`src/rtl/mult_stim_pkg.sv`:
```
// ============================================================================
// Module      : mult_stim_pkg
// Description : Shared types and helpers for the multiplier stimulus sequencer.
// Revision    : 1.0 - initial release
// ============================================================================
`default_nettype none

package mult_stim_pkg;

    localparam int CNT_W = 16;

    typedef enum logic [1:0] {
        IDLE = 2'd0,
        WAIT = 2'd1,
        GAP  = 2'd2
    } state_t;

    function automatic logic [CNT_W-1:0] sat_inc(input logic [CNT_W-1:0] value);
        return (value == {CNT_W{1'b1}}) ? value : value + CNT_W'(1);
    endfunction

endpackage

`default_nettype wire

```
`src/rtl/mult_vec_table.sv`:
```
// ============================================================================
// Module      : mult_vec_table
// Description : Operand-pair register file, one sync write / one comb read port.
// Revision    : 1.0 - initial release
// ============================================================================
`default_nettype none

module mult_vec_table #(
    parameter int WIDTH = 8,
    parameter int DEPTH = 8
) (
    input  logic                     clk,
    input  logic                     wr_en,
    input  logic [$clog2(DEPTH)-1:0] wr_addr,
    input  logic [WIDTH-1:0]         wr_a,
    input  logic [WIDTH-1:0]         wr_b,
    input  logic [$clog2(DEPTH)-1:0] rd_addr,
    output logic [WIDTH-1:0]         rd_a,
    output logic [WIDTH-1:0]         rd_b
);

    // Contents are deliberately not reset so a loaded table survives rst_n.
    logic [2*WIDTH-1:0] mem [DEPTH];

    always_ff @(posedge clk) begin
        if (wr_en) begin
            mem[wr_addr] <= {wr_a, wr_b};
        end
    end

    assign {rd_a, rd_b} = mem[rd_addr];

endmodule

`default_nettype wire

```
`src/rtl/mult_stim_sequencer.sv`:
```
// ============================================================================
// Module      : mult_stim_sequencer
// Description : Issues table operand pairs to a start/done multiplier and
//               checks each product against a signed/unsigned reference.
// Revision    : 1.0 - initial release
// ============================================================================
`default_nettype none

module mult_stim_sequencer
    import mult_stim_pkg::*;
#(
    parameter int WIDTH   = 8,
    parameter int DEPTH   = 8,
    parameter int TIMEOUT = 255
) (
    input  logic                     clk,
    input  logic                     rst_n,
    input  logic                     wr_en,
    input  logic [$clog2(DEPTH)-1:0] wr_addr,
    input  logic [WIDTH-1:0]         wr_a,
    input  logic [WIDTH-1:0]         wr_b,
    input  logic [$clog2(DEPTH):0]   vec_count,
    input  logic                     signed_mode,
    input  logic                     loop_en,
    input  logic                     go,
    input  logic                     abort,
    input  logic                     done_sig,
    input  logic [2*WIDTH-1:0]       product,
    output logic                     start_sig,
    output logic [WIDTH-1:0]         multiplicand,
    output logic [WIDTH-1:0]         multiplier,
    output logic                     busy,
    output logic                     run_done,
    output logic [CNT_W-1:0]         pass_cnt,
    output logic [CNT_W-1:0]         fail_cnt,
    output logic                     timeout_err,
    output logic [$clog2(DEPTH)-1:0] first_fail_idx
);

    localparam int             AW   = $clog2(DEPTH);
    localparam int             TW   = (TIMEOUT < 1) ? 1 : $clog2(TIMEOUT + 1);
    localparam logic [TW-1:0]  TMAX = TW'(TIMEOUT);

    state_t             state;
    state_t             next_state;
    logic [AW-1:0]      idx;
    logic [AW-1:0]      rd_addr;
    logic [AW:0]        run_len;
    logic               run_signed;
    logic               run_loop;
    logic               fail_seen;
    logic [TW-1:0]      timer;
    logic [WIDTH-1:0]   tbl_a;
    logic [WIDTH-1:0]   tbl_b;
    logic [2*WIDTH-1:0] ref_s;
    logic [2*WIDTH-1:0] ref_u;
    logic [2*WIDTH-1:0] ref_prod;
    logic               launch;
    logic               is_last;
    logic               timed_out;
    logic               advance;

    mult_vec_table #(
        .WIDTH (WIDTH),
        .DEPTH (DEPTH)
    ) u_table (
        .clk     (clk),
        .wr_en   (wr_en && (state == IDLE)),
        .wr_addr (wr_addr),
        .wr_a    (wr_a),
        .wr_b    (wr_b),
        .rd_addr (rd_addr),
        .rd_a    (tbl_a),
        .rd_b    (tbl_b)
    );

    assign launch    = go && (vec_count != '0);
    assign is_last   = (({1'b0, idx} + (AW+1)'(1)) == run_len);
    assign timed_out = (timer == TMAX);
    assign advance   = !is_last || run_loop;
    assign rd_addr   = (state == GAP && !is_last) ? idx + AW'(1) : '0;

    // Operands are extended to full product width first so the low 2*WIDTH bits are exact.
    assign ref_s    = $signed({{WIDTH{multiplicand[WIDTH-1]}}, multiplicand})
                    * $signed({{WIDTH{multiplier[WIDTH-1]}}, multiplier});
    assign ref_u    = {{WIDTH{1'b0}}, multiplicand} * {{WIDTH{1'b0}}, multiplier};
    assign ref_prod = run_signed ? ref_s : ref_u;

    always_ff @(posedge clk) begin
        if (!rst_n) begin
            state <= IDLE;
        end else begin
            state <= next_state;
        end
    end

    always_comb begin
        next_state = state;
        if (abort) begin
            next_state = IDLE;
        end else begin
            case (state)
                IDLE:    if (launch) next_state = WAIT;
                WAIT:    if (done_sig || timed_out) next_state = GAP;
                GAP:     next_state = advance ? WAIT : IDLE;
                default: next_state = IDLE;
            endcase
        end
    end

    always_comb begin
        busy = (state != IDLE);
    end

    always_ff @(posedge clk) begin
        if (!rst_n) begin
            start_sig      <= 1'b0;
            multiplicand   <= '0;
            multiplier     <= '0;
            run_done       <= 1'b0;
            pass_cnt       <= '0;
            fail_cnt       <= '0;
            timeout_err    <= 1'b0;
            first_fail_idx <= '0;
            fail_seen      <= 1'b0;
            idx            <= '0;
            timer          <= '0;
            run_len        <= '0;
            run_signed     <= 1'b0;
            run_loop       <= 1'b0;
        end else begin
            run_done <= 1'b0;
            if (abort) begin
                start_sig <= 1'b0;
            end else begin
                case (state)
                    IDLE: if (go) begin
                        if (vec_count == '0) begin
                            run_done <= 1'b1;
                        end else begin
                            pass_cnt       <= '0;
                            fail_cnt       <= '0;
                            timeout_err    <= 1'b0;
                            first_fail_idx <= '0;
                            fail_seen      <= 1'b0;
                            run_len        <= vec_count;
                            run_signed     <= signed_mode;
                            run_loop       <= loop_en;
                            idx            <= '0;
                            multiplicand   <= tbl_a;
                            multiplier     <= tbl_b;
                            start_sig      <= 1'b1;
                            timer          <= '0;
                        end
                    end
                    WAIT: if (done_sig || timed_out) begin
                        start_sig <= 1'b0;
                        if (done_sig && (product == ref_prod)) begin
                            pass_cnt <= sat_inc(pass_cnt);
                        end else begin
                            fail_cnt <= sat_inc(fail_cnt);
                            if (!fail_seen) begin
                                first_fail_idx <= idx;
                                fail_seen      <= 1'b1;
                            end
                        end
                        if (!done_sig) begin
                            timeout_err <= 1'b1;
                        end
                    end else begin
                        timer <= timer + TW'(1);
                    end
                    GAP: if (advance) begin
                        idx          <= rd_addr;
                        multiplicand <= tbl_a;
                        multiplier   <= tbl_b;
                        start_sig    <= 1'b1;
                        timer        <= '0;
                    end else begin
                        run_done <= 1'b1;
                    end
                    default: ;
                endcase
            end
        end
    end

endmodule

`default_nettype wire

```
`config.mk`:
```
export PLATFORM = sky130hd
export DESIGN_NAME = mult_stim_sequencer
export DESIGN_NICKNAME = d
export VERILOG_FILES = /design/src/rtl/mult_stim_pkg.sv /design/src/rtl/mult_vec_table.sv /design/src/rtl/mult_stim_sequencer.sv
export SDC_FILE = /design/constraint.sdc
export NUM_CORES = 1
export LEC_CHECK = 0
export ABC_AREA = 1
export CAP_MARGIN = 15
export CORE_MARGIN = 4
export CORE_UTILIZATION = 60
export CTS_BUF_LIST = sky130_fd_sc_hd__clkbuf_4 sky130_fd_sc_hd__clkbuf_8
export DETAILED_ROUTE_END_ITERATION = 8
export HOLD_SLACK_MARGIN = 0.15
export MAX_ROUTING_LAYER = met4
export PLACE_DENSITY = 0.81
export SETUP_SLACK_MARGIN = 0.2
export SKIP_LAST_GASP = 1
export SYNTH_ARGS = -nofsm -noshare
export SYNTH_HDL_FRONTEND = slang
export SYNTH_HIERARCHICAL = 1
export SYNTH_SLANG_ARGS = --single-unit
```
`constraint.sdc`:
```
create_clock -name clk -period 10.67 [get_ports clk]
set_clock_uncertainty 0.05 [all_clocks]
set_input_delay 2.6675 -clock clk [delete_from_list [all_inputs] [get_ports clk]]
set_output_delay 2.6675 -clock clk [all_outputs]
set_load 0.05 [all_outputs]
```
* Word-level counts from Yosys, hierarchy flattened
Memories as Yosys holds them, arrays and structs flattened.
Cells that the tools add are included.
** Word-level totals
- Bits in registers :: 74
- Bits in writable memories :: 128
- Logic and storage cells :: 126
- Memories kept :: 1
** Memory list
- u_table.mem :: words 8, width 16, read ports 1, clocked after Yosys merged registers in 0, wr ports 1, RTL line mult_vec_table.sv:23 : logic [2*WIDTH-1:0] mem [DEPTH];
** Operators by class
- Add/sub/neg operators :: 5
- $mul :: 2
- Equality and inequality tests :: 19
- Multiplexer cells :: 56
- Bitwise gates (word level) :: 3
- Reduce and logical (&&, ||, !) cells :: 25
** Operator list (number)
- $mux W16 :: 9
- $mux W8 :: 10
- $pmux W16 S2 :: 2
- $add A16 B1 Y16 const B :: 2
- $eq A16 B16 Y1 const B :: 2
- $mul A8 B8 Y16 :: 2
- $pmux W8 S2 :: 2
- $ne A2 B2 Y1 const B :: 12
- $pmux W8 S3 :: 1
- $mux W3 :: 7
- $reduce_and A7 Y1 :: 3
- $reduce_and A6 Y1 :: 3
- $eq A16 B16 Y1 :: 1
- $mux W1 :: 16
- $pmux W3 S2 :: 2
- $reduce_and A5 Y1 :: 2
- $add A8 B1 Y8 const B :: 1
- $eq A8 B8 Y1 const B :: 1
- $pmux W1 S2 :: 3
- $pmux W2 S3 :: 1
- $reduce_bool A2 Y1 :: 3
- $add A3 B1 Y4 const B :: 1
- $eq A4 B4 Y1 :: 1
- $logic_and A1 B1 Y1 :: 4
- 15 further kinds :: 19

* Longest topological paths before layout
An unclocked memory read counts as a cell.
- Depth in word-level cells :: 9
- Mapped depth :: 30
- Gate-level depth less buffers :: 28

* By module
The synthesis kept the hierarchy.
** Modules (own cells, without submodules)
- mult_stim_sequencer :: instances 1, cells an instance 1278, area an instance 8664.6 sq um
- mult_vec_table :: instances 1, cells an instance 571, area an instance 5669.2 sq um

* Least setup slack after synthesis
Ideal clock, no wire load.
- Path kind :: register -> register
- Start :: reg multiplier[7]
- End :: reg pass_cnt[5]
- Setup time :: 0.067 ns
- Arrival time :: 5.405 ns
- Path slack :: 5.147 ns
- Cell stages (with the launch flop) :: 24
- Path buffers :: 2
- Period minus slack after synthesis :: 5.523 ns
- Cell sequence :: dfxtp_1 clkbuf_1 clkinv_1 nor2_1 fa_1 fa_1 inv_1 fa_1 fa_1 inv_1 ha_1 a21oi_2 nor2_1 o21ai_0 nand4_1 nand3_1 nand2_1 o21ai_1 and2_1 nor2_2 nand4_4 clkbuf_1 nand3_1 a21oi_2
** On the way
- Cells in the longest elaborated chain, start to end :: 6
- Elaborated cells between the ends (all ways) :: 7
** RTL lines
- start: declaration :: RTL line mult_stim_sequencer.sv:31 : output logic [WIDTH-1:0] multiplier,
- start signal: assignment :: RTL line mult_stim_sequencer.sv:151 : multiplier <= tbl_b;
- start signal: assignment :: RTL line mult_stim_sequencer.sv:176 : multiplier <= tbl_b;
- $mul A8 B8 Y16 (on tied branches) :: RTL line mult_stim_sequencer.sv:86, mult_stim_sequencer.sv:85
- $mux W16 * :: RTL line mult_stim_sequencer.sv:87 : assign ref_prod = run_signed ? ref_s : ref_u;
- $eq A16 B16 Y1 * :: RTL line mult_stim_sequencer.sv:158 : if (done_sig && (product == ref_prod)) begin
- $logic_and A1 B1 Y1 * :: RTL line mult_stim_sequencer.sv:158
- $ne A2 B2 Y1 (no source line) *
- $reduce_and A7 Y1 (no source line) *
- end signal: assignment :: RTL line mult_stim_sequencer.sv:159 : pass_cnt <= sat_inc(pass_cnt);
- end: declaration :: RTL line mult_stim_sequencer.sv:34 : output logic [CNT_W-1:0] pass_cnt,
Mark *: on every way between the ends. The rest lies on a longest branch, timed or not.
A chain may end at the register's enable or synchronous reset.

* Worst setup path in the final report
- Start :: reg multiplier[7]
- End :: reg fail_cnt[14]
** On the way
- Cells in the longest elaborated chain, start to end :: 6
- Elaborated cells between the ends (all ways) :: 7
** RTL lines
- $mul A8 B8 Y16 (on tied branches) :: RTL line mult_stim_sequencer.sv:86, mult_stim_sequencer.sv:85
- $mux W16 * :: RTL line mult_stim_sequencer.sv:87
- $eq A16 B16 Y1 * :: RTL line mult_stim_sequencer.sv:158
- $logic_and A1 B1 Y1 * :: RTL line mult_stim_sequencer.sv:158
- $ne A2 B2 Y1 (no source line) *
- $reduce_and A7 Y1 (no source line) *
- end signal: assignment :: RTL line mult_stim_sequencer.sv:161 : fail_cnt <= sat_inc(fail_cnt);
- end: declaration :: RTL line mult_stim_sequencer.sv:35 : output logic [CNT_W-1:0] fail_cnt,
Marked as above.

==> impl_metrics.toml <==
[timing]
hold_viol_final = 0
setup_viol = 0
slew_headroom_pct = 24.2
period_share_pct = 60.1
tightest_slew_ns = 1.13
rsz0062_at_grt = "no"
max_freq_mhz = 156
finalCriticalPeriod_ns = 6.41
drv_slew = 0
setup_tns_ns = 0

[floorplan]
core_mm2 = 0.0235
dieWidth_um = 163
initial_core_util_pct = 61.1
die_area_mm2 = 0.0264
fp-row-count = 56
die_h_um = 163
ios = 102

[min_path]
holdPathStages = 2
worstHoldPathType = "register to register"

[finish]
filler_cell_count = 1878
final_core_util_pct = 69.1
n_antenna_cell = 0
area_growth_syn_to_layout_pct = 13.1
stdcell_area_mm2 = 0.0162
drive_above_1_share_pct = 4.44
nets = 2127

[flow_run]
cap_violations = 0

[placement]
hpwl_um = 24200
portBuffers = 101
gp_congestion = 0.955
dpl_cell_area_mm2 = 0.0155

[drt]
drt-initial-drc-count = 1064
wl_per_cell_um = 15.0
drc = 0
ant_nets = 0
viasPerCell = 5.28
routed_wl_um = 34300
firstDrtPassIters = 8
routed-via-count = 12000

[grt]
antenna_found_initial = 0
grt_pass1_vias = 12200
grt_max_degree = 67
grt.overflow.total = 0
grt_use_total_pct = 27.4
grt_pass1_wl_um = 57400

[cts]
cts_buffer_depth = 3
cts_buffers = 35
post_cts_resized = 0
cts.htree.levels = 2
cts_setup_buffers = 0
ctsHoldBuffers = 0
clkSinkCount = 202
cts-root-buf = "clkbuf_8"
cts_tree = "yes"
clock_latency_ns = 0.53
clk_pin_slew_ns = 0.06

[logic_synthesis]
syn_nets = 2043
synth_cells = 1849
async_flop_share_pct = 0
syn_area_per_cell_um2 = 7.75
synth_flop_cell = "edfxtp_1"
yosysTopAreaCell = "edfxtp_1"
synthTopCellsByArea = "edfxtp_1 27%, nand2_1 13%, fa_1 12%, dfxtp_1 10%, inv_1 10%"
netlist.area_leader.share_pct = 26.8
synth_edf_count = 128
netlist_area_mm2 = 0.0143
ys_ff_latch = 202
seq_area_frac_synth_pct = 37.2
synth_cell_type_count = 40
yosys_warnings = 6
ys_top_cells_by_count = "498 x nand2_1, 387 x inv_1, 172 x nand3_1"
synth_most_common_cell = "nand2_1"

[worst_setup_path]
cp.required_ns = 11.07
worstSetupEndpointType = "register"
r2r_cells = 26
cp_max_fo = 21
arrival_ns = 6.81
cp-start-kind = "register"
crit_type = "register to register"

[power]
vdd_ir_drop_max_mv = 0.0911
p_leak_nw = 7.71
powerDensity_mw_per_mm2 = 115

[run_status]
status = "finished, final reports clean"
worst max-delay path: stages, from the launching register on:
cell and delay [ns]:
dfxtp_1 0.53, clkinv_1 0.37, fa_1 0.62, inv_1 0.05
fa_1 0.51, inv_1 0.05, fa_1 0.46, fa_1 0.54
inv_1 0.06, ha_1 0.38, nand2_1 0.11, inv_1 0.04
o21bai_1 0.21, nand3_1 0.13, nand2_1 0.10, nand2_1 0.05
nand2_1 0.07, nand3_1 0.09, nand2_1 0.12, nand2_1 0.06
nand2_1 0.07, nand4_1 0.11, nor2_1 0.15, nand3_1 0.58
nand3_2 0.54, nand2_1 0.09, a21oi_1 0.16
routing by layer:
| metal | part of all wire [%] | routed length [um] | GRT usage, % | up-vias |
|---|---|---|---|---|
| li1 | - | - | - | 5905 |
| met1 | 41 | 14000 | 34.3 | 5610 |
| met2 | 49 | 16900 | 46.5 | 454 |
| met3 | 7.7 | 2630 | 4.78 | 55 |
| met4 | 2.0 | 684 | 7.66 | 0 |
| met5 | 0 | 0 | - | - |
cell usage in the layout, fill, tap and decap left out, types with 12 or more instances in the layout:
cell and count:
fa_1 85, ha_1 62, dfxtp_1 74, o21ai_0 31, nand2_1 498, inv_1 387, clkbuf_4 12, nand4_1 30
clkbuf_8 37, xor2_1 28, edfxtp_1 128, clkdlybuf4s50_1 101, nor2_1 144, nand3_1 172, a21oi_1 68, nor3_1 18
buf_4 13
metrics by stage:
stage / worst slack [ns] / hold WS [ns] / instances / power [W]
finish: 4.26 / 0.417 / 2278 / 0.00187
floorplan: 5.15 / 0.386 / 1849 / 0.00107
global route: 3.58 / 0.466 / 2278 / 0.00196
CTS: 4.27 / 0.423 / 2278 / 0.00188
detailed placement: 4.29 / 0.404 / 2215 / 0.00115
global placement: 4.48 / 0.398 / 2215 / 0.00115
logic make-up (layout without fill, tap and decap cells):
logic type / after synthesis / after routing / share of synthesized area, %
simple gates: 893 / 893 / 26.4
buf+inv: 458 / 568 / 12.8
flops: 202 / 202 / 37.2
fa+ha+maj: 147 / 147 / 17.3
compound gates: 113 / 113 / 4.16
xor+xnor: 36 / 36 / 2.20
state kept, by name, indices dropped and copies added (netlist names), 2 cells and up:
register / cells
u_table/mem: 128
pass_cnt: 16
run_len: 4
timer: 8
state: 2
multiplicand: 8
idx: 3
fail_cnt: 16
multiplier: 8
first_fail_idx: 3
path summary, 6_finish.rpt:
| path | from | end | slack (ns) |
|---|---|---|---|
| max | multiplier[7]$_SDFFE_PN0P_ | fail_cnt[14]$_SDFFE_PN0P_ | 4.26 |
| min | start_sig$_SDFFE_PP0P_ | start_sig$_SDFFE_PP0P_ | 0.42 |
| max reg2reg | multiplier[7]$_SDFFE_PN0P_ | fail_cnt[14]$_SDFFE_PN0P_ | 4.26 |
| min reg2reg | start_sig$_SDFFE_PP0P_ | start_sig$_SDFFE_PP0P_ | 0.42 |
layout make-up:
cell class                      count  area (um^2)  area share (%)
Timing Repair Buffer              114         1110            6.84
Clock buffer                       49          599            3.70
Multi-Input combinational cell   1189         7180            44.3
Inverter                          391         1470            9.06
Tap cell                          319          399            2.46
Sequential cell                   202         5330            32.8
Clock inverter                     14          135           0.833
where the power goes:
group | switching [W] | total [W] | internal (W)
combinational | 0.000171 | 0.000263 | 0.0000925
clock | 0.000313 | 0.000729 | 0.000416
sequential | 0.0000256 | 0.000876 | 0.000851
total | 0.000510 | 0.00187 | 0.00136
Note: power is estimated with default switching activity, not from simulation.
